--- config.mk ---
export PLATFORM = sky130hd
export DESIGN_NAME = mem_io_bridge_flat
export DESIGN_NICKNAME = d
export VERILOG_FILES = /design/src/rtl/mips_io_pkg.sv /design/src/rtl/mem_io_bridge_if.sv /design/src/rtl/mem_io_bridge_scan.sv /design/src/rtl/mem_io_bridge.sv /design/src/flat_wrapper.sv
export SDC_FILE = /design/constraint.sdc
export NUM_CORES = 1
export LEC_CHECK = 0
export BUFFER_PORTS_ARGS = -buffer_cell sky130_fd_sc_hd__buf_4
export CAP_MARGIN = 30
export CORE_MARGIN = 2
export CORE_UTILIZATION = 55
export CTS_BUF_LIST = sky130_fd_sc_hd__clkbuf_8 sky130_fd_sc_hd__clkbuf_16
export CTS_CLUSTER_SIZE = 8
export DETAILED_ROUTE_END_ITERATION = 6
export HOLD_SLACK_MARGIN = 0.15
export PLACE_DENSITY = 0.72
export SLEW_MARGIN = 20
export SYNTH_ARGS = -nofsm -noshare
export SYNTH_HDL_FRONTEND = slang
export SYNTH_SLANG_ARGS = --single-unit
--- constraint.sdc ---
create_clock -name clk -period 4.4 [get_ports clk]
set_input_delay 0.22 -clock clk [delete_from_list [all_inputs] [get_ports clk]]
set_output_delay 0.22 -clock clk [all_outputs]
set_load 0.01 [all_outputs]
--- src/rtl/mips_io_pkg.sv ---
// Shared constants and helpers for the MIPS data-side IO bridge.
// Latency: none (declarations only).
// Backpressure: none.
package mips_io_pkg;

  // IO register word addresses (low byte of the byte address)
  localparam logic [7:0] IO_BASE     = 8'h80;
  localparam logic [7:0] SW_ADDR     = 8'h80;
  localparam logic [7:0] STATUS_ADDR = 8'h84;
  localparam logic [7:0] LED_ADDR    = 8'h88;
  localparam logic [7:0] SEG_ADDR    = 8'h8C;

  // Hex digit to active-low segments {g,f,e,d,c,b,a}
  function automatic logic [6:0] hex7seg(input logic [3:0] h);
    logic [6:0] s;
    case (h)
      4'h0:    s = 7'h40;
      4'h1:    s = 7'h79;
      4'h2:    s = 7'h24;
      4'h3:    s = 7'h30;
      4'h4:    s = 7'h19;
      4'h5:    s = 7'h12;
      4'h6:    s = 7'h02;
      4'h7:    s = 7'h78;
      4'h8:    s = 7'h00;
      4'h9:    s = 7'h10;
      4'hA:    s = 7'h08;
      4'hB:    s = 7'h03;
      4'hC:    s = 7'h46;
      4'hD:    s = 7'h21;
      4'hE:    s = 7'h06;
      default: s = 7'h0E;
    endcase
    return s;
  endfunction

endpackage

--- src/rtl/mem_io_bridge_if.sv ---
// Load/store bus between the core's ALU/write-back path and the bridge.
// Latency: readdata combinational from addr; stores commit on the next clk edge.
// Backpressure: none; every access completes in its own cycle.
interface mem_io_bridge_if;
  logic [31:0] addr;
  logic [31:0] writedata;
  logic        memwrite;
  logic [31:0] readdata;

  modport master (output addr, output writedata, output memwrite, input readdata);
  modport slave  (input addr, input writedata, input memwrite, output readdata);
endinterface

--- src/rtl/mem_io_bridge_scan.sv ---
// Multiplexed 8-digit seven-segment scanner for a 32-bit hex value.
// Latency: digit advances every 2^SCAN_BITS clocks; value changes show immediately.
// Backpressure: none; free-running.
module seg7_scan
  import mips_io_pkg::*;
#(
  parameter int SCAN_BITS = 17
) (
  input  logic        clk,
  input  logic        reset,
  input  logic [31:0] value,
  output logic [7:0]  an,
  output logic [6:0]  a2g
);

  localparam int CW = SCAN_BITS + 3;

  logic [CW-1:0] cnt_q, cnt_d;
  logic [2:0]    idx;
  logic [3:0]    nib;

  // Free-running counter wraps naturally from all-ones to zero
  always_comb begin
    cnt_d = cnt_q + CW'(1);
  end

  // Scan counter register
  always_ff @(posedge clk) begin
    if (reset) cnt_q <= '0;
    else       cnt_q <= cnt_d;
  end

  assign idx = cnt_q[CW-1 -: 3];

  // Select the active digit's nibble and drive enables/segments
  always_comb begin
    nib = value[{idx, 2'b00} +: 4];
    an  = ~(8'd1 << idx);
    a2g = hex7seg(nib);
  end

endmodule

--- src/rtl/mem_io_bridge.sv ---
// Data-side port of the core: decodes addr into data RAM or IO registers.
// Latency: loads combinational; stores commit next edge; sw 2 clk, btn 3 clk.
// Backpressure: none; single-cycle access, no stall path.
module mem_io_bridge
  import mips_io_pkg::*;
#(
  parameter int RAM_WORDS = 32,
  parameter int SCAN_BITS = 17
) (
  input  logic             clk,
  input  logic             reset,
  mem_io_bridge_if.slave   bus,
  input  logic [15:0]      sw,
  input  logic             btn,
  output logic [15:0]      led,
  output logic [7:0]       an,
  output logic [6:0]       a2g
);

  logic [31:0] ram_q [RAM_WORDS];

  logic [15:0] led_q, led_d;
  logic [31:0] seg_q, seg_d;
  logic [15:0] sw_s1_q, sw_s2_q;
  logic        btn_s1_q, btn_s2_q, btn_prev_q;
  logic        pend_q, pend_d;

  logic        is_ram, is_io;
  logic [4:0]  ram_idx;
  logic [7:0]  io_word;
  logic        we_ram, we_led, we_seg, clr_pend, btn_rise;
  logic [31:0] rdata;
  logic        unused_addr_lsbs;

  assign is_ram   = (bus.addr[31:7] == 25'd0);
  assign is_io    = (bus.addr[31:8] == 24'd0) && bus.addr[7];
  assign ram_idx  = bus.addr[6:2];
  // Byte offset within a word is ignored for IO registers too
  assign io_word  = {bus.addr[7:2], 2'b00};
  assign unused_addr_lsbs = ^bus.addr[1:0];

  assign we_ram   = bus.memwrite && is_ram;
  assign we_led   = bus.memwrite && is_io && (io_word == LED_ADDR);
  assign we_seg   = bus.memwrite && is_io && (io_word == SEG_ADDR);
  assign clr_pend = bus.memwrite && is_io && (io_word == STATUS_ADDR) && bus.writedata[0];
  assign btn_rise = btn_s2_q && !btn_prev_q;

  // RAM write port; deliberately outside reset so a store in a reset cycle still lands
  always_ff @(posedge clk) begin
    if (we_ram) ram_q[ram_idx] <= bus.writedata;
  end

  // Next-state for the writable registers; a new button edge beats a clear
  always_comb begin
    led_d  = we_led ? bus.writedata[15:0] : led_q;
    seg_d  = we_seg ? bus.writedata       : seg_q;
    pend_d = pend_q;
    if (clr_pend) pend_d = 1'b0;
    if (btn_rise) pend_d = 1'b1;
  end

  // IO registers, synchronisers and edge-detect flop
  always_ff @(posedge clk) begin
    if (reset) begin
      led_q      <= '0;
      seg_q      <= '0;
      sw_s1_q    <= '0;
      sw_s2_q    <= '0;
      btn_s1_q   <= 1'b0;
      btn_s2_q   <= 1'b0;
      btn_prev_q <= 1'b0;
      pend_q     <= 1'b0;
    end else begin
      led_q      <= led_d;
      seg_q      <= seg_d;
      sw_s1_q    <= sw;
      sw_s2_q    <= sw_s1_q;
      btn_s1_q   <= btn;
      btn_s2_q   <= btn_s1_q;
      btn_prev_q <= btn_s2_q;
      pend_q     <= pend_d;
    end
  end

  // Load mux: RAM, mapped IO, or zero for anything unmapped
  always_comb begin
    rdata = 32'd0;
    if (is_ram) begin
      rdata = ram_q[ram_idx];
    end else if (is_io) begin
      case (io_word)
        SW_ADDR:     rdata = {16'd0, sw_s2_q};
        STATUS_ADDR: rdata = {31'd0, pend_q};
        LED_ADDR:    rdata = {16'd0, led_q};
        SEG_ADDR:    rdata = seg_q;
        default:     rdata = 32'd0;
      endcase
    end
  end

  assign bus.readdata = rdata;
  assign led          = led_q;

  seg7_scan #(.SCAN_BITS(SCAN_BITS)) u_scan (
    .clk   (clk),
    .reset (reset),
    .value (seg_q),
    .an    (an),
    .a2g   (a2g)
  );

endmodule

--- src/flat_wrapper.sv ---
// flat-port wrapper written by rule: the top's interface ports become plain ports
module mem_io_bridge_flat import mips_io_pkg::*;
#(
  parameter int RAM_WORDS = 32,
  parameter int SCAN_BITS = 17
)
  (clk, reset, sw, btn, led, an, a2g, bus_addr, bus_writedata, bus_memwrite, bus_readdata);
  mem_io_bridge_if bus_i ();
  input  logic clk;
  input  logic reset;
  input  logic [15:0] sw;
  input  logic btn;
  output logic [15:0] led;
  output logic [7:0] an;
  output logic [6:0] a2g;
  input wire logic [$bits(bus_i.addr)-1:0] bus_addr;
  input wire logic [$bits(bus_i.writedata)-1:0] bus_writedata;
  input wire logic [$bits(bus_i.memwrite)-1:0] bus_memwrite;
  output wire logic [$bits(bus_i.readdata)-1:0] bus_readdata;
  assign bus_i.addr = bus_addr;
  assign bus_i.writedata = bus_writedata;
  assign bus_i.memwrite = bus_memwrite;
  assign bus_readdata = bus_i.readdata;
  mem_io_bridge #(.RAM_WORDS(RAM_WORDS), .SCAN_BITS(SCAN_BITS)) u_core (.clk(clk), .reset(reset), .bus(bus_i), .sw(sw), .btn(btn), .led(led), .an(an), .a2g(a2g));
endmodule
## After elaboration in Yosys (flattened, before gate mapping)

Memories as Yosys holds them, arrays and structs flattened.
Cells that the tools add are included.

- Input port bits: 84
- Word-level logic and storage cells: 38
- Memory bits (writable): 1024
- Memories: 2
- Register bits after elaboration: 104
- Output and inout port bits: 63
- ROM bits: 112

- Add/sub/neg operators: 1
- Multiplexer cells: 7
- Bitwise logic cells: 1
- Shift operators: 2
- Reduce and logical (&&, ||, !) cells: 12
- Equality and inequality tests: 4

Memory list:

| memory | words | bits a word | read ports | clocked after memory_dff | write ports | RTL line | source |
|---|---|---|---|---|---|---|---|
| u_core.ram_q | 32 | 32 | 1 | 0 | 1 | mem_io_bridge.sv:20 | `logic [31:0] ram_q [RAM_WORDS];` |
| (name not given) | 16 | 7 | 1 | 0 | 0 | mips_io_pkg.sv:16 | `case (h)` |

Operators with widths:

| cell | number |
|---|---|
| 32-bit one-hot mux with 4 select lines | 1 |
| 32-bit 2-to-1 mux | 2 |
| 32-bit by 6-bit variable part select with 4-bit output | 1 |
| 25-bit zero test | 1 |
| 6-bit == test (second input constant) | 4 |
| 24-bit zero test | 1 |
| 20-bit by 1-bit adder with 20-bit output (second input constant) | 1 |
| 1-bit logical AND | 8 |
| 8-bit NOT | 1 |
| 1-bit by 3-bit << shifter with 8-bit output (first input constant) | 1 |
| 1-bit 2-to-1 mux | 4 |
| 2-bit nonzero test | 1 |
| 1-bit zero test | 1 |

## Depth between registers and ports, before layout

Gate-level depths: netlist (run 1).

- Depth in word-level cells: 7
- Mapped depth: 10
- Depth with buffers taken out: 8

## By module

Synthesis (run 1) repeated with hierarchy kept, for this count alone.

- Cells, all modules: 2627
- Area, all modules: 43820.8 um2

Modules (own cells, without submodules):

| module | area each (um2) | times used | sequential area each (um2) | cells each |
|---|---|---|---|---|
| mem_io_bridge | 42400.7 | 1 | 32431.1 | 2455 |
| seg7_scan | 1420.1 | 1 | 400.4 | 172 |

## Worst setup path before layout (run 1)

No wires, ideal clock.

- Path kind: input -> register
- From: input bus_addr[3]
- To: memory u_core.ram_q[24][0] (enable)
- Buffers on the path: 4
- Setup time: 461 ps
- Setup slack: 373 ps
- Cell stages on the path: 7
- Arrival: 3566 ps
- Required time: 3939 ps
- Cells stage by stage: buf_2 -> buf_2 -> buf_2 -> buf_2 -> nor2_1 -> nand4b_1 -> nor3_1

RTL lines:

| what | RTL line | source |
|---|---|---|
| from (decl) | flat_wrapper.sv:16 | `input wire logic [$bits(bus_i.addr)-1:0] bus_addr;` |
| to (decl) | mem_io_bridge.sv:20 |  |

Straight into the memory's write port.

## Worst setup path after layout (run 1)

- From: register u_core.u_scan.cnt_q[18]
- To: output a2g[4]

- Cells in the longest elaborated chain, start to end: 2

Ends and longest elaborated chain:

| what | RTL line | source |
|---|---|---|
| from (decl) | mem_io_bridge_scan.sv:18 | `logic [CW-1:0] cnt_q, cnt_d;` |
| from (signal assigned) | mem_io_bridge_scan.sv:30 | `else cnt_q <= cnt_d;` |
| 32-bit by 6-bit variable part select with 4-bit output | mem_io_bridge_scan.sv:37 | `nib = value[{idx, 2'b00} +: 4];` |
| memory read 16 x 7 bit | - |  |
| to (decl) | flat_wrapper.sv:15 | `output logic [6:0] a2g;` |

Every way passes these cells.

==> run summary, run 1 <==
The run finished with clean final reports. After technology mapping, the gate count stands at 2630. The flip-flop cell with the highest count after synthesis is edfxtp_1.

For this design, the slowest cell found on the critical path is dfxtp_1. In this run the worst hold path is classified as input port to flop. For this configuration, the core starts out at a cell density of 55.7%.

The number of nets in the final layout is 3030. The worst path arrival time was 3640 ps; the aggregate global-route resource usage was 30.0%. The number of stages on the worst hold path was 3; the first-pass GRT wire length was 175 mm. Once detail routing completed, the nets flagged for antenna violations numbered 0. The net count of the mapped netlist was 2721; the count of hold buffers inserted by post-cts repair was 69.

Timing analysis after detailed placement gives a worst setup slack of 1250 ps. Delay of the slowest critical-path stage: 760 ps. The register bit total from synthesis works out to 1128.

Headroom to the max-slew limit came out at 28.3%. Averaged over all synthesized cells, the footprint is 16.7 sq um. Walking the worst path, the cells encountered are buf_4, mux2i_1, a22oi_1, o21ai_1, inv_1, ha_1, inv_1, mux2i_1, a21o_1, buf_4.

The total negative slack was 0 ps; the core area was 79000 sq um. Summing over every cut layer, the via total after detailed routing is 26100. Remaining design rule violation count: 0. The number of gates resized after CTS was 0. Setup repair after global routing left no endpoint under its margin.

The worst ir drop on vdd was 0.393 mV; the diode insertion count for antenna repair was 0. For the H-tree depth reported by CTS, the log shows 4. The number of buffers and inverters on the critical path is 4. Global routing finished with a remaining overflow of 0.

The area growth from synthesis to final layout was 18.5%. The run gives 10.3 ps as the largest clock skew in the final design. The worst setup path is captured at an output port.

During I/O placement, the number of pins put on the boundary was 147. The worst hold path terminates at u_core.ram_q[24][6]. The run gives 44000 sq um as the area of the mapped netlist. The setup path with the least slack is of type flop to output port.

The tools report the placed cell area as 47000 sq um. The run gives 0 as the max-slew violation count. The Yosys step of the flow raised 0 warnings. Row generation in the floorplan step produced 103 rows.

On the critical path the largest part of the delay comes from flip-flops. Setup violations remaining at the end of the flow were counted as 0. The library cell used most frequently in the layout, excluding fill and tap cells, is edfxtp_1. Detailed placement finished with a half-perimeter wire length of 68.1 mm. After synthesis, flip-flops and latches occupy 74.7% of the total area.

At the pin with the least slew margin, the transition time is 1080 ps. Derived from the worst setup path, the maximum achievable clock frequency is 259 MHz. The reported max-cap violation count came out at 0.

For the hold violation count in the final report, the log shows 0. The quantity of I/O buffers inserted on ports came out at 144. For the worst setup path, the data required time is 4180 ps.

Number of antenna violations at the first check in global routing: 1. The startpoint identified for the worst hold timing path is bus_addr[6]. The final weighted congestion of routability-driven global placement is 0.871.

In this run the power density over the cells is 449 nW/um^2. The tools report the root buffer selected by CTS as clkbuf_16. After routing the design area is 52100 sq um. In this run, synthesis inferred 1024 flip-flops with an integrated enable. The critical register-to-register path startpoint is u_core.u_scan.cnt_q[2]. Along the worst path, the maximum fanout reaches 16.

The worst path setup slack after routing is 537 ps, and the post-detailed-route via-to-cell ratio is 6.42. For the number of global-route vias before repair, the log shows 25900. For this design the static power due to leakage is 0.0187 uW.

The die is 287 um wide. After synthesis, the share of flip-flops with an asynchronous set or reset is 0%. The depth of the most critical reg-to-reg path is 4.

After detailed routing, the average wire length per cell comes to 30.3 um. The worst register-to-register path ends at u_core.u_scan.cnt_q[13]. The maximum clock path buffer count is 3. Post-CTS timing repair inserted 0 buffers for setup.

In this run the vertical extent of the chip is 287 um. The smallest clock period supported by the final layout is computed as 3860 ps. Summed over all layers, the routed wires come to 123 mm. In this run the register-to-register setup slack is 2650 ps.

The clock-pin slew reported for the worst setup and hold paths after clock tree synthesis was 50 ps. TritonCTS built the clock tree. The post-route netlist has 15.9% of its cells at a drive strength greater than 1. The worst setup path is launched from a flop. The number of library cell types mapped by synthesis was 53. For the TritonCTS sink count, the log shows 1128. The first routing iteration left 3398 violations. In the finished design, the share of the clock period the worst path needs comes to 87.8%. The maximum number of pins on one net before global-route repair is 83, and the number of buffers inserted during clock tree synthesis is 158. The clock reaches the later pin of the worst-skew pair after 720 ps. The top cell types in the final layout, fill and taps aside, are edfxtp_1, mux2i_1, o22ai_1.

The run gives 82200 sq um as the area enclosed by the die boundary. The tools report the first-pass iteration count of the detailed router as 6.
-- how the worst max path moves through the flow --
stage / startpoint / to / slack, ps / cells after the start
2_1_floorplan: bus_addr[3] / u_core.ram_q[24][0] / 370 / 7
3_3_place_gp: bus_addr[4] / bus_readdata[28] / 1240 / 8
3_5_place_dp: bus_addr[3] / bus_readdata[17] / 1250 / 8
4_1_cts: u_core.u_scan.cnt_q[18] / a2g[0] / 570 / 6
5_1_grt: u_core.u_scan.cnt_q[18] / a2g[4] / 390 / 10
6_report: u_core.u_scan.cnt_q[18] / a2g[4] / 540 / 10
-- Yosys cell counts, types with 3 or more instances --
| cell type | count | area share (%) |
|---|---|---|
| a21oi_1 | 36 | 0.41 |
| a22o_1 | 31 | 0.62 |
| a22oi_1 | 3 | 0.051 |
| and2_1 | 5 | 0.071 |
| and4_1 | 4 | 0.080 |
| buf_1 | 5 | 0.043 |
| buf_2 | 107 | 1.2 |
| buf_4 | 8 | 0.14 |
| buf_6 | 10 | 0.26 |
| clkbuf_1 | 35 | 0.30 |
| dfxtp_1 | 104 | 4.7 |
| edfxtp_1 | 1024 | 70 |
| ha_1 | 7 | 0.20 |
| inv_1 | 8 | 0.068 |
| mux2i_1 | 559 | 13 |
| mux4_2 | 3 | 0.15 |
| nand2_1 | 130 | 1.1 |
| nand3_1 | 7 | 0.080 |
| nand4_1 | 9 | 0.13 |
| nand4b_1 | 8 | 0.16 |
| nand4bb_1 | 6 | 0.15 |
| nor2_1 | 67 | 0.57 |
| nor2b_1 | 42 | 0.60 |
| nor3_1 | 9 | 0.10 |
| nor3b_1 | 4 | 0.068 |
| nor4_1 | 66 | 0.94 |
| nor4_4 | 4 | 0.19 |
| o21ai_0 | 21 | 0.24 |
| o22ai_1 | 257 | 3.7 |
| or3_1 | 6 | 0.085 |
| or4b_1 | 4 | 0.091 |
| xnor2_1 | 7 | 0.14 |
| xor2_1 | 8 | 0.16 |
-- layout make-up --
class	count	area, sq um
inverters	8	30.0
repair buffers	314	3000
fillers	5113	26900
well taps	1050	1310
clock inverters	76	400
flip-flops and latches	1128	32800
multi-input cells	1329	10500
clock buffers	161	4030
-- layer usage --
metal	part of all wire (%)	vias up	GRT usage [%]
li1	-	11000	-
met1	37	13100	39.8
met5	0	-	0
met2	47	1718	47.5
met3	11	301	7.20
met4	4.2	0	13.4
-- sequential cells by signal, summed over array words and instances (netlist names) --
name	cells
u_core.sw_s1_q	16
u_core.pend_q	1
u_core.ram_q	1024
u_core.btn_s2_q	1
u_core.btn_prev_q	1
u_core.led	16
u_core.u_scan.cnt_q	20
u_core.seg_q	32
u_core.sw_s2_q	16
u_core.btn_s1_q	1
-- kinds of logic (layout without fill, tap and decap cells) --
logic type	Yosys count	after routing	synth area share [%]
simple gates	386	386	4.75
mux	563	563	12.9
buf+inv	173	559	2.02
xor+xnor	15	15	0.299
flops	1128	1128	74.7
fa+ha+maj	7	7	0.199
compound gates	358	358	5.15
-- through the flow --
step	total power [uW]	util (%)	std cells	hold slack (ps)
2_1_floorplan	12400	-	2630	303
3_3_place_gp	12700	59.4	3756	419
3_5_place_dp	12800	59.5	3760	423
4_1_cts	23400	66.0	4066	176
5_1_grt	23900	66.0	4066	202
6_report	23400	66.0	4066	221
-- tightest hold or removal path: stages --
cell,delay (ps)
buf_4,200
nand2_1,230
nor3_2,90
-- power by group --
group | switching (uW) | internal (uW) | total (uW) | leakage (uW)
clock network | 4260 | 6490 | 10700 | 0.00240
registers | 5.16 | 11700 | 11700 | 0.0100
logic | 578 | 336 | 914 | 0.00622
total | 4840 | 18500 | 23400 | 0.0187
No activity file was read; power rests on OpenSTA's default activity.
==> run 2: changes to the inputs <==
Settings changed: CELL_PAD_IN_SITES_DETAIL_PLACEMENT from default to 1, CELL_PAD_IN_SITES_GLOBAL_PLACEMENT from default to 2, CORE_UTILIZATION 55 to 47, PLACE_DENSITY 0.72 to default, PLACE_DENSITY_LB_ADDON from default to 0.1.
==> run 2 against run 1 <==
Net effect: register-to-register slack got worse by 40 ps; critical endpoint unchanged; largest power group unchanged; sequential share of layout area decreased by 0.55 points; global-route usage shrank 0.71 points; critical path depth decreased by 1; via count decreased by 0.30%; critical path type unchanged; non-clock buffer count grew 18; sequential power about the same.
==> run summary, run 2 (synthesized netlist as in run 1, its figures left out) <==
The combined area of the multi-input logic cells is 10600 sq um (was 10500 sq um), and the starting utilization of the core area is 47.3% (was 55.7%). The number of nets in the final layout was 3049 (was 3030). The filler cell count in the final layout is 8408 (was 5113). Maximum clock path buffer count: 3 (unchanged). The commonest non-fill, non-tap cell in the layout is edfxtp_1 (unchanged). The logs give 96000 sq um (was 82200 sq um) for the area enclosed by the die boundary and 47500 sq um (was 47000 sq um) for the placed cell area. The H-tree depth reported by CTS was 4 (unchanged); the die height was 310 um (was 287 um).

The tools report the leakage power as 0.0186 uW (was 0.0187 uW). The share of layout cells above drive strength 1 was 16.4% (was 15.9%). For the TritonCTS sink count, the log shows 1128 (unchanged). The aggregate global-route resource usage was 29.3% (was 30.0%); the final period utilization was 82.5% (was 87.8%). The post-detailed-route via-to-cell ratio is 6.12 (was 6.42), and the number of vias in the routed layout is 26000 (was 26100).

The tools report the number of design-rule violations left by the first detailed-router iteration as 2513 (was 3398). Setup repair after global routing left no endpoint under its margin. The register with the most flip-flops is u_core.ram_q (unchanged).

For the normalized max-slew margin, the log shows 35.0% (was 28.3%). For the maximum number of pins on one net before global-route repair, the log shows 71 (was 83). The run gives 147 (unchanged) as the total I/O pin count.

The floorplan die width came out at 310 um (was 287 um). For the number of antenna violations at the first check in global routing, the log shows 7 (was 1). The tools report the core area as 93000 sq um (was 79000 sq um). The quantity of I/O buffers inserted on ports is 144 (unchanged), and the power after layout is 23600 uW (was 23400 uW).

The shortest clock period the worst path allows after layout was 3630 ps (was 3860 ps). The tools report the HPWL after detailed placement as 79.6 mm (was 68.1 mm). The reported max-cap violation count came out at 0 (unchanged). The number of flip-flops under the largest register name is 1024 (unchanged).

The class of the most critical setup path was flop to output port (unchanged). Commonest non-fill, non-tap cells in the layout: edfxtp_1, mux2i_1, o22ai_1 (unchanged). The utilization after layout was 56.5% (was 66.0%). The area growth from synthesis to final layout works out to 19.6% (was 18.5%). For the final global-route overflow total, the log shows 0 (unchanged). The path class of the lowest-slack min-delay path was input port to flop (unchanged). Largest registers ranked by flip-flop count: u_core.ram_q: 1024 flops, u_core.seg_q: 32 flops, u_core.u_scan.cnt_q: 20 flops (unchanged).

Number of buffers inserted during clock tree synthesis: 159 (was 158). The element type at the critical path end was an output port (unchanged). Worst ir drop on vdd: 0.392 mV (was 0.393 mV). The number of setup buffers added after CTS was 0 (unchanged). The count of hold buffers inserted by post-cts repair was 75 (was 69); the latest clock arrival within the worst-skew pair was 750 ps (was 720 ps).

The required time reported for the critical path endpoint was 4180 ps (about the same); the first-pass iteration count of the detailed router was 5 (was 6). The remaining design rule violation count is 0 (unchanged), and the power per cell area is 449 nW/um^2 (about the same). Worst setup slack after placement: 953 ps (was 1250 ps). The worst path arrival time was 3410 ps (was 3640 ps). The total number of placement rows was 112 (was 103); the transition time at the pin with the least slew margin was 975 ps (was 1080 ps). Routed length per placed instance: 32.8 um (was 30.3 um). The largest fanout on the critical path was 10 (was 16); the largest clock skew in the final design was 11.1 ps (was 10.3 ps).

The clock-pin slew reported for the worst setup and hold paths after clock tree synthesis works out to 50 ps (about the same). The final number of setup-violating endpoints is 0 (unchanged), and the register area is 32800 sq um (unchanged). The tools report the worst path setup slack after routing as 772 ps (was 537 ps).

For the number of global-route vias before repair, the log shows 27200 (was 25900). The number of antenna-violating nets in the routed design is 0 (unchanged). The critical path launch point type was a flop (unchanged).

The tools report the peak clock frequency supported by timing as 276 MHz (was 259 MHz). Hold violation count in the final report: 0 (unchanged). Max-slew violation count: 0 (unchanged).

The total negative slack is 0 ps (unchanged), and the post-cts resize count is 0 (unchanged). The final weighted congestion of routability-driven global placement was 0.783 (was 0.871). TritonCTS built the clock tree. The run finished with clean final reports. For the post-layout instance area, the log shows 52600 sq um (was 52100 sq um). The tools report the first-pass GRT wire length as 196 mm (was 175 mm).

Total routed wirelength: 140 mm (was 123 mm). The root buffer selected by CTS is clkbuf_16 (unchanged).
[run 2: changes by cell type in the layout (fill, tap and decap cells not counted)]
cell and change:
buf_8 -1, nand4bb_2 -6, dlygate4sd3_1 +6, buf_4 +7
inv_6 -5, diode_2 +1, inv_1 -32, buf_12 +6
clkinv_8 +3, clkinv_4 +1, clkbuf_16 +1, nand4bb_4 +6
[run 2: through the flow]
stage | instances | hold WS [ps]
final | 4257 | 290
after global routing | 4256 | 305
after CTS | 4256 | 227
after detailed placement | 3976 | 426
after global placement | 3973 | 423
after floorplan | 2630 | 303
[run 2: final timing paths]
check | cells past startpoint | to | slack [ps] | from
setup / recovery | 9 | a2g[4] | 770 | u_core.u_scan.cnt_q[18]
hold reg to reg | 1 | u_core.sw_s2_q[4] | 440 | u_core.sw_s1_q[4]
hold / removal | 3 | u_core.sw_s1_q[14] | 290 | sw[14]
setup reg to reg | 4 | u_core.u_scan.cnt_q[13] | 2610 | u_core.u_scan.cnt_q[2]
[run 2: layout make-up]
type | count | share of cell area [%]
timing repair buffer | 332 | 6.12
clock buffer | 162 | 7.71
antenna | 1 | 0.00476
tap | 1254 | 2.98
sequential | 1128 | 62.4
clock inverter | 43 | 0.559
inverter | 8 | 0.0571
multi-input combinational | 1329 | 20.1
[run 2: per-layer routing]
metal,up-vias,share of wire (%),track usage (%)
met4,0,2.3,8.09
met5,-,0,0
li1,11000,-,-
met1,13700,41,39.8
met2,1101,48,48.1
met3,217,8.1,6.13
[run 2: power breakdown]
group	internal, uW	total, uW	switching, uW	leakage (uW)
clock network	6500	10900	4380	0.00224
logic	350	1000	651	0.00636
registers	11700	11700	5.40	0.0100
[run 2: worst max-delay path: stages, from the launching register on]
cell and delay [ps]:
dfxtp_1 320, buf_4 240, mux4_2 530, o21ai_1 600, inv_1 150, ha_1 290
inv_1 90, mux2i_1 70, a21o_1 220, buf_4 140
